### src/rtl/adc_fe_pkg.sv
// Shared types and helpers for the LVDS ADC front end: alignment FSM states,
// frame geometry helpers and the expected FCO frame pattern.
package adc_fe_pkg;

    typedef enum logic [1:0] {
        SEARCH = 2'd0,
        VERIFY = 2'd1,
        LOCKED = 2'd2
    } align_state_e;

    localparam int MAX_BPL = 64;

    function automatic int calc_bpl(input int bits, input int lanes_per_ch);
        return bits / lanes_per_ch;
    endfunction

    function automatic int calc_frame_cycles(input int bits, input int lanes_per_ch);
        return bits / lanes_per_ch / 2;
    endfunction

    // Expected window in the low bpl bits, MSB first: bpl/2 ones then bpl/2 zeros.
    function automatic logic [MAX_BPL-1:0] fco_pattern(input int bpl);
        logic [MAX_BPL-1:0] pat;
        pat = '0;
        for (int i = 0; i < MAX_BPL; i++) begin
            if (i < bpl && i >= bpl / 2) begin
                pat[i] = 1'b1;
            end
        end
        return pat;
    endfunction

endpackage

### src/rtl/adc_lane_window.sv
// One DDR lane (or the FCO): a 2*BPL-bit shift register fed with {rise, fall}
// each cycle, and the BPL-bit frame window selected by the bitslip offset.
module adc_lane_window #(
    parameter int BPL = 8,
    localparam int OFF_W = (BPL > 1) ? $clog2(BPL) : 1
) (
    input  logic             clk,
    input  logic             rst,
    input  logic             rise,
    input  logic             fall,
    input  logic [OFF_W-1:0] offset,
    output logic [BPL-1:0]   window
);

    logic [2*BPL-1:0] shreg_q;
    logic [2*BPL-1:0] shreg_d;

    // The fall bit is later in time, so it becomes the newest bit at the LSB.
    always_comb begin
        shreg_d = {shreg_q[2*BPL-3:0], rise, fall};
    end

    always_ff @(posedge clk) begin
        if (rst) begin
            shreg_q <= '0;
        end else begin
            shreg_q <= shreg_d;
        end
    end

    assign window = shreg_q[offset +: BPL];

endmodule

### src/rtl/adc_deser_align.sv
// Multi-channel LVDS ADC deserialiser: assembles BITS-wide samples per channel
// and searches the bitslip offset until the FCO window matches, then locks.
module adc_deser_align
    import adc_fe_pkg::*;
#(
    parameter int CHANNELS     = 4,
    parameter int LANES_PER_CH = 2,
    parameter int BITS         = 16,
    parameter int LOCK_COUNT   = 4,
    parameter int MISS_LIMIT   = 2,
    localparam int NLANES      = CHANNELS * LANES_PER_CH,
    localparam int BPL         = calc_bpl(BITS, LANES_PER_CH),
    localparam int OFF_W       = $clog2(BPL)
) (
    input  logic                       dco_clk,
    input  logic                       rst,
    input  logic [NLANES-1:0]          bit_rise,
    input  logic [NLANES-1:0]          bit_fall,
    input  logic                       fco_rise,
    input  logic                       fco_fall,
    input  logic                       auto_en,
    input  logic                       slip_req,
    output logic [CHANNELS*BITS-1:0]   word,
    output logic                       word_valid,
    output logic                       aligned,
    output logic [OFF_W-1:0]           slip_offset,
    output logic                       align_pulse,
    output logic                       align_err_pulse,
    output logic [15:0]                err_count
);

    localparam int F      = calc_frame_cycles(BITS, LANES_PER_CH);
    localparam int FC_W   = (F > 1) ? $clog2(F) : 1;
    localparam int CNT_W  = $clog2(LOCK_COUNT + 1);
    localparam int MISS_W = $clog2(MISS_LIMIT + 1);
    localparam logic [MAX_BPL-1:0] FCO_FULL = fco_pattern(BPL);
    localparam logic [BPL-1:0]     FCO_EXP  = FCO_FULL[BPL-1:0];

    if (BITS % (2 * LANES_PER_CH) != 0) begin : g_bits_check
        $error("adc_deser_align: BITS must be a multiple of 2*LANES_PER_CH");
    end

    logic [CHANNELS*BITS-1:0] frame_word;
    logic [BPL-1:0]           fco_win;

    align_state_e          state_q, state_d;
    logic [OFF_W-1:0]      offset_q, offset_d, offset_inc;
    logic [FC_W-1:0]       fc_q, fc_d;
    logic [CNT_W-1:0]      cnt_q, cnt_d, cnt_inc;
    logic [MISS_W-1:0]     miss_q, miss_d, miss_inc;
    logic [15:0]           err_count_q, err_count_d;
    logic [CHANNELS*BITS-1:0] word_q, word_d;
    logic                  word_valid_q, word_valid_d;
    logic                  align_pulse_q, align_pulse_d;
    logic                  align_err_pulse_q, align_err_pulse_d;
    logic                  eval, frame_ok, manual_slip;

    // Lane 0 of each channel feeds the most significant BPL bits of its sample.
    for (genvar i = 0; i < NLANES; i++) begin : g_lane
        adc_lane_window #(.BPL(BPL)) u_lane (
            .clk    (dco_clk),
            .rst    (rst),
            .rise   (bit_rise[i]),
            .fall   (bit_fall[i]),
            .offset (offset_q),
            .window (frame_word[(i / LANES_PER_CH) * BITS
                                + (LANES_PER_CH - 1 - (i % LANES_PER_CH)) * BPL +: BPL])
        );
    end

    adc_lane_window #(.BPL(BPL)) u_fco (
        .clk    (dco_clk),
        .rst    (rst),
        .rise   (fco_rise),
        .fall   (fco_fall),
        .offset (offset_q),
        .window (fco_win)
    );

    assign eval        = (fc_q == '0);
    assign frame_ok    = (fco_win == FCO_EXP);
    assign manual_slip = slip_req && !auto_en;
    assign offset_inc  = (offset_q == OFF_W'(BPL - 1)) ? '0 : offset_q + OFF_W'(1);
    assign cnt_inc     = cnt_q + CNT_W'(1);
    assign miss_inc    = miss_q + MISS_W'(1);

    always_comb begin
        state_d           = state_q;
        offset_d          = offset_q;
        cnt_d             = cnt_q;
        miss_d            = miss_q;
        err_count_d       = err_count_q;
        word_d            = word_q;
        word_valid_d      = 1'b0;
        align_pulse_d     = 1'b0;
        align_err_pulse_d = 1'b0;
        fc_d              = (fc_q == FC_W'(F - 1)) ? '0 : fc_q + FC_W'(1);

        // A manual slip overrides any frame result evaluated in the same cycle.
        if (manual_slip) begin
            offset_d          = offset_inc;
            state_d           = SEARCH;
            cnt_d             = '0;
            miss_d            = '0;
            align_err_pulse_d = (state_q == LOCKED);
        end else if (eval) begin
            unique case (state_q)
                SEARCH: begin
                    if (frame_ok) begin
                        if (LOCK_COUNT <= 1) begin
                            state_d       = LOCKED;
                            align_pulse_d = 1'b1;
                        end else begin
                            state_d = VERIFY;
                            cnt_d   = CNT_W'(1);
                        end
                    end else if (auto_en) begin
                        offset_d = offset_inc;
                    end
                end
                VERIFY: begin
                    if (frame_ok) begin
                        cnt_d = cnt_inc;
                        if (cnt_inc == CNT_W'(LOCK_COUNT)) begin
                            state_d       = LOCKED;
                            align_pulse_d = 1'b1;
                            miss_d        = '0;
                        end
                    end else begin
                        state_d = SEARCH;
                        cnt_d   = '0;
                        if (auto_en) begin
                            offset_d = offset_inc;
                        end
                    end
                end
                LOCKED: begin
                    if (frame_ok) begin
                        miss_d       = '0;
                        word_valid_d = 1'b1;
                        word_d       = frame_word;
                    end else begin
                        err_count_d = (err_count_q == 16'hFFFF) ? err_count_q
                                                                : err_count_q + 16'd1;
                        if (miss_inc == MISS_W'(MISS_LIMIT)) begin
                            state_d           = SEARCH;
                            align_err_pulse_d = 1'b1;
                            miss_d            = '0;
                            cnt_d             = '0;
                            if (auto_en) begin
                                offset_d = offset_inc;
                            end
                        end else begin
                            miss_d = miss_inc;
                        end
                    end
                end
                default: begin
                    state_d = SEARCH;
                end
            endcase
        end
    end

    always_ff @(posedge dco_clk) begin
        if (rst) begin
            state_q           <= SEARCH;
            offset_q          <= '0;
            fc_q              <= '0;
            cnt_q             <= '0;
            miss_q            <= '0;
            err_count_q       <= '0;
            word_q            <= '0;
            word_valid_q      <= 1'b0;
            align_pulse_q     <= 1'b0;
            align_err_pulse_q <= 1'b0;
        end else begin
            state_q           <= state_d;
            offset_q          <= offset_d;
            fc_q              <= fc_d;
            cnt_q             <= cnt_d;
            miss_q            <= miss_d;
            err_count_q       <= err_count_d;
            word_q            <= word_d;
            word_valid_q      <= word_valid_d;
            align_pulse_q     <= align_pulse_d;
            align_err_pulse_q <= align_err_pulse_d;
        end
    end

    assign word            = word_q;
    assign word_valid      = word_valid_q;
    assign aligned         = (state_q == LOCKED);
    assign slip_offset     = offset_q;
    assign align_pulse     = align_pulse_q;
    assign align_err_pulse = align_err_pulse_q;
    assign err_count       = err_count_q;

endmodule

### config.mk
export PLATFORM = sky130hd
export DESIGN_NAME = adc_deser_align
export DESIGN_NICKNAME = d
export VERILOG_FILES = /design/src/rtl/adc_fe_pkg.sv /design/src/rtl/adc_lane_window.sv /design/src/rtl/adc_deser_align.sv
export SDC_FILE = /design/constraint.sdc
export NUM_CORES = 1
export LEC_CHECK = 0
export ABC_AREA = 1
export CAP_MARGIN = 20
export CORE_UTILIZATION = 45
export CTS_BUF_LIST = sky130_fd_sc_hd__clkbuf_2 sky130_fd_sc_hd__clkbuf_4 sky130_fd_sc_hd__clkbuf_8
export DETAILED_ROUTE_END_ITERATION = 10
export GPL_TIMING_DRIVEN = 0
export HOLD_SLACK_MARGIN = 0.12
export PLACE_DENSITY = 0.75
export SLEW_MARGIN = 5
export SYNTH_ARGS = -nofsm -noshare
export SYNTH_HDL_FRONTEND = slang
export SYNTH_SLANG_ARGS = --single-unit
### constraint.sdc
create_clock -name dco_clk -period 1.8 [get_ports dco_clk]
set_input_delay 0.36 -clock dco_clk [delete_from_list [all_inputs] [get_ports dco_clk]]
set_output_delay 0.36 -clock dco_clk [all_outputs]
set_load 0.02 [all_outputs]
# Yosys cells after proc, flatten, opt, wreduce, memory -nomap -nowiden
# Index checks and enable logic that the tools add are counted.
[classes] bitwise=6 eq_ne=17 add_sub_neg=5 reduce_logical=19 n_mux=31 shift=9
[op_table] op="indexed part select 16 x 4 -> 8 bit" count=9
[op_table] op="two-way mux 3 bit" count=11
[op_table] op="AND reduction 5 bit" count=4
[op_table] op="two-way mux 2 bit" count=9
[op_table] op="adder 16 x 1 -> 16 bit (second input constant)" count=1
[op_table] op="== test 16 bit (second input constant)" count=1
[op_table] op="case mux 3 bit (3 select lines)" count=1
[op_table] op="== test 8 bit (second input constant)" count=1
[op_table] op="!= test 2 bit (second input constant)" count=4
[op_table] op="AND reduction 4 bit" count=2
[op_table] op="two-way mux 1 bit" count=7
[op_table] op="adder 3 x 1 -> 3 bit (second input constant)" count=2
[op_table] op="== test 2 bit (second input constant)" count=3
[op_table] op="== test 3 bit (second input constant)" count=2
[op_table] op="!= test 3 x 2 -> 1 bit (second input constant)" count=2
[op_table] op="inverter 1 bit" count=6
[op_table] op="case mux 2 bit (3 select lines)" count=1
[op_table] op="case mux 3 bit (2 select lines)" count=1
[op_table] op="nonzero test 3 bit" count=2
[op_table] op="OR reduction 2 bit" count=3
[op_table] op="OR reduction 5 bit" count=1
[op_table] op="adder 2 x 1 -> 2 bit (second input constant)" count=2
[op_table] op="logical NOT 2 bit" count=2
[op_table] op="case mux 2 bit (2 select lines)" count=1
[op_table] op="8 further kinds" count=9
[word_totals] input_bits=22 reg_bits=239 out_inout_bits=87 wordCells=106

# Depth between registers and ports, before layout
[logic_depth] depth_word=8 depth_mapped=16 ltp_nobuf=15

# By module
# A second synthesis with hierarchy kept.
[hier_totals] hier_cells=1900 area_unflattened_um2=11772.5
[modules_own_cells] module="adc_lane_window" area_per_inst_um2=818.3 instances=9 seq_area_each_um2=300.3 cells_per_inst=136
[modules_own_cells] module="adc_deser_align" area_per_inst_um2=4408.0 instances=1 seq_area_each_um2=1901.8 cells_per_inst=676

# Worst setup path before layout
# No wires, ideal clock.
[synth_timing] path_type="flip-flop to flip-flop" from="register err_count_q[0], in the netlist err_count[0]" to="register err_count_q[1], in the netlist err_count[1]" path_stages_with_launch=13 period_less_slack_ps=1966 path_buffers=1 arrival_ps=1851 path_slack_ps=-166 required_ps=1684 setup_time_ps=116 cell_sequence="dfxtp_1 ha_1 nand2_1 nor2_1 nand2_1 nor2_1 nand3_1 o21a_1 nand2_1 inv_2 buf_6 nor2_1 nor2_1"
[synth_via] elab_chain_len=3 elab_cells_between_ends=4 cone_classes="add/sub (1); eq/ne (1); bitwise (1); reduce/logical (1)"
[synth_rtl] item="start, declared" line="adc_deser_align.sv:51" source="logic [15:0] err_count_q, err_count_d;"
[synth_rtl] item="start signal, assigned" line="adc_deser_align.sv:183" source="err_count_q <= err_count_d;"
[synth_rtl] item="parallel branches: the longest is 3 deep, another holds adder 16 x 1 -> 16 bit"
# Several ways; the timed one is not identified.
# A chain may end at the register's enable or synchronous reset.

# Worst setup path in the final report
[layout_timing] from="register offset_q[0], in the netlist slip_offset[0]" to="register word_q[62], in the netlist word[62]"
[layout_via] elab_chain_len=3 elab_cells_between_ends=4 cone_classes="eq/ne (1); shift (2); reduce/logical (1)"
[layout_rtl] item="start, declared" line="adc_deser_align.sv:47" source="logic [OFF_W-1:0] offset_q, offset_d, offset_inc;"
[layout_rtl] item="start signal, assigned" line="adc_deser_align.sv:179" source="offset_q <= offset_d;"
[layout_rtl] item="indexed part select 16 x 4 -> 8 bit" line="adc_lane_window.sv:31" source="assign window = shreg_q[offset +: BPL];"
[layout_rtl] item="== test 8 bit" line="adc_deser_align.sv:81" source="assign frame_ok = (fco_win == FCO_EXP);"
[layout_rtl] item="AND reduction 4 bit (no source line)"
[layout_rtl] item="end signal, assigned" line="adc_deser_align.sv:184" source="word_q <= word_d;"
[layout_rtl] item="end, declared" line="adc_deser_align.sv:52" source="logic [CHANNELS*BITS-1:0] word_q, word_d;"
# Several ways; a longest one is shown, not always the timed one.

==> flow_summary.toml <==
[detailed_routing]
vias = 10900
drc = 0
avgViaCountPerCell = 5.49
detail_route.wirelength_um = 35600
drtPass1Iterations = 8
antenna_left = 0
wl_per_cell_um = 18.0
drt_iter0_markers = 1103

[cts]
root_buffer = "clkbuf_8"
cts_num_sinks = 230
clk_pin_slew_ns = 0.07
numCtsBuffers = 39
clockBufferDepth = 3
cts_tree = "built"
htreeDepth = 2
clk_latency_ns = 0.55

[critical_path]
arrival_ns = 2.61
startpoint_type = "flop"
cp_max_fo = 7
crit_path_end_kind = "flop"
path_common_cell = "nand2_1"
worst-setup-path-type = "reg -> reg"
cp.required_ns = 2.28
crit_slowest_cell = "dfxtp_4"
path_cells = "buf_6, o21ai_0, nand3_1, nand2_1, nand2_1, nand2_2, nand2_4, inv_4, nand2_8, buf_12, buf_16, clkbuf_16, a21oi_1"
max_stage_delay_ns = 0.35

[place]
port_buffers = 107
gp_congestion = 0.994
pre_cts_ws_ns = -0.712
dpl.hpwl_um = 23100
placed_area_um2 = 11900

[global_route]
grt_max_degree = 11
grt_overflow = 0
antenna_found_initial = 0
grt_use_total_pct = 28.8
grt_pass1_vias = 9982
grt_pass1_wl_um = 53300

[sta]
worst_pin_slew_ns = 0.882
finalHoldViolations = 0
drv_slew = 0
fmax_ghz = 0.471
period_share_pct = 118
rsz0062_at_grt = "yes"
fin_crit_ns = 2.12
slew_headroom_pct = 41.2
setup_ws_ns = -0.324
finalSetupViolCount = 91
skew_ns = 0.0316

[cells_and_area]
multiInputGateArea_um2 = 5390
syn_to_final_growth_pct = 36.5
fillers = 1940
drive_gt1_share_pct = 21.0
final_area_um2 = 14200
seq_area_um2 = 4620
final_net_count = 1701
diodes = 0
final_core_util_pct = 62.8

[die]
dieArea_um2 = 23800
rows = 55
die_y_um = 154
io_pins = 109
start_util_pct = 46.0
core_area_um2 = 22600
die_w_um = 154

[synthesis]
yosys_most_used_dff = "dfxtp_1"
synth-warning-count = 0
ys_top_cells_by_count = "nand2_1 (288), dfxtp_1 (230), inv_1 (227), nor2_1 (203), o21ai_0 (150)"
synthArstFlopShare_pct = 0
yosysUniqueCellTypes = 33
synth_top_area_share_pct = 44.2
yosysSeqAreaShare_pct = 44.2
synthCells = 1493
synth.avg_cell_area_um2 = 6.97
synth_area_leader_cell = "dfxtp_1"
ys_seq_elements = 230
syn_area_um2 = 10400
synth-edff-count = 0
synth_nets = 1526
ys_top_cells_by_area = "dfxtp_1 (44%), nand2_1 (10%), inv_1 (8.2%), nor2_1 (7.3%), o21ai_0 (7.2%)"
yosysMostFrequentCell = "nand2_1"

[flow_run]
max_cap_viol_count = 0

[power_and_ir_drop]
power_leakage_nw = 5.78
power.density_nw_per_um2 = 874
ir_drop_uv = 459

[hold_path]
hold_class = "in -> reg"

[run_status]
violations = "setup timing"
status = "finished, violations left"
## critical path: cells and delay by family (launching register included)
family | cells | cell delay, ns
buffers and inverters | 5 | 0.70
AO/OA/AOI/OAI | 2 | 0.44
AND/OR/NAND/NOR | 6 | 0.58
flip-flops | 1 | 0.35
## registers in the layout (all words and copies together), names as in the netlist, 2 cells and up
signal and flops:
cnt_q 3, g_lane.u_lane.shreg_q 120, err_count 16, fc_q 2, word 64, slip_offset 3, miss_q 2, u_fco.shreg_q 15
state_q 2
## logic make-up (layout without fill, tap and decap cells)
| kind of cell | after synthesis | in the layout | synth area share, % |
|---|---|---|---|
| and+or+nand+nor | 534 | 534 | 20.0 |
| AOI/OAI and AO/OA | 383 | 383 | 20.5 |
| buffers and inverters | 325 | 529 | 13.1 |
| DFF | 230 | 230 | 44.2 |
| adders and majority gates | 11 | 11 | 1.32 |
| xor gates and xnor gates | 10 | 10 | 0.841 |
## metrics by stage
step | instances | setup TNS [ns] | total power [mW] | hold WS (ns)
after floorplan | 1493 | 0 | 6.41 | 0.399
after global placement | 1885 | -52.88 | 7.11 | 0.409
after detailed placement | 1885 | -56.70 | 7.12 | 0.412
after CTS | 1977 | -11.78 | 12.2 | 0.323
after global routing | 1982 | -26.86 | 12.8 | 0.327
final | 1982 | -21.96 | 12.4 | 0.327
## worst paths after layout
kind	startpoint	endpoint	slack (ns)	depth (start not counted)
worst max-delay path	slip_offset[0]	word[62]	-0.32	13
worst min-delay path	bit_fall[0]	g_lane[0].u_lane.shreg_q[0]	0.33	3
worst max register to register	slip_offset[0]	word[62]	-0.32	13
worst min register to register	u_fco.shreg_q[9]	u_fco.shreg_q[11]	0.41	2
## report_power, final
group	internal (mW)	switching, mW	leakage [nW]
Clock	2.80	2.16	0.450
Combinational	0.656	1.58	3.46
Sequential	5.17	0.0518	1.87
Total	8.63	3.79	5.78
## per-layer routing
layer	track usage (%)	share of wire (%)	up-vias	wire, um
li1	-	-	5100	-
met1	37.4	41	5004	14600
met2	45.4	45	636	15900
met3	6.40	10	136	3570
met4	13.3	4.3	2	1520
met5	0	0.039	-	14
## timing repair
action	in CTS	in global routing
pin swaps	45	26
hold buffers	0	0
gates cloned	8	3
setup endpoints to repair	178	93
resized for setup	355	106
buffers inserted	14	2
## layout make-up
class | instances | area share, %
buffer | 93 | 5.16
tap | 285 | 2.51
timing repair buffer | 134 | 9.75
clock buffer | 64 | 5.63
clock inverter | 6 | 0.211
multi-input combinational | 938 | 37.9
sequential | 230 | 32.5
inverter | 232 | 6.29
## cells in the final DEF (no fill, tap or decap), drive strengths merged
cell           synthesis  routed
a211oi                 1       1
a21oi                 92      92
a31oi                  1       1
buf                   36      61
clkbuf                57     124
clkdlybuf4s50          0      20
clkinv                 1       8
dfxtp                230     230
dlygate4sd2            0      86
ha                    11      11
inv                  231     230
nand2                292     292
nand3                 22      22
nand4                  5       5
nor2                 203     203
nor3                   7       7
nor3b                  2       2
nor4                   2       2
o211ai                46      46
o21a                   1       1
o21ai                219     219
o221ai                22      22
o22ai                  1       1
or2                    1       1
xnor2                  5       5
xor2                   5       5
No activity file was read; power rests on OpenSTA's default activity.
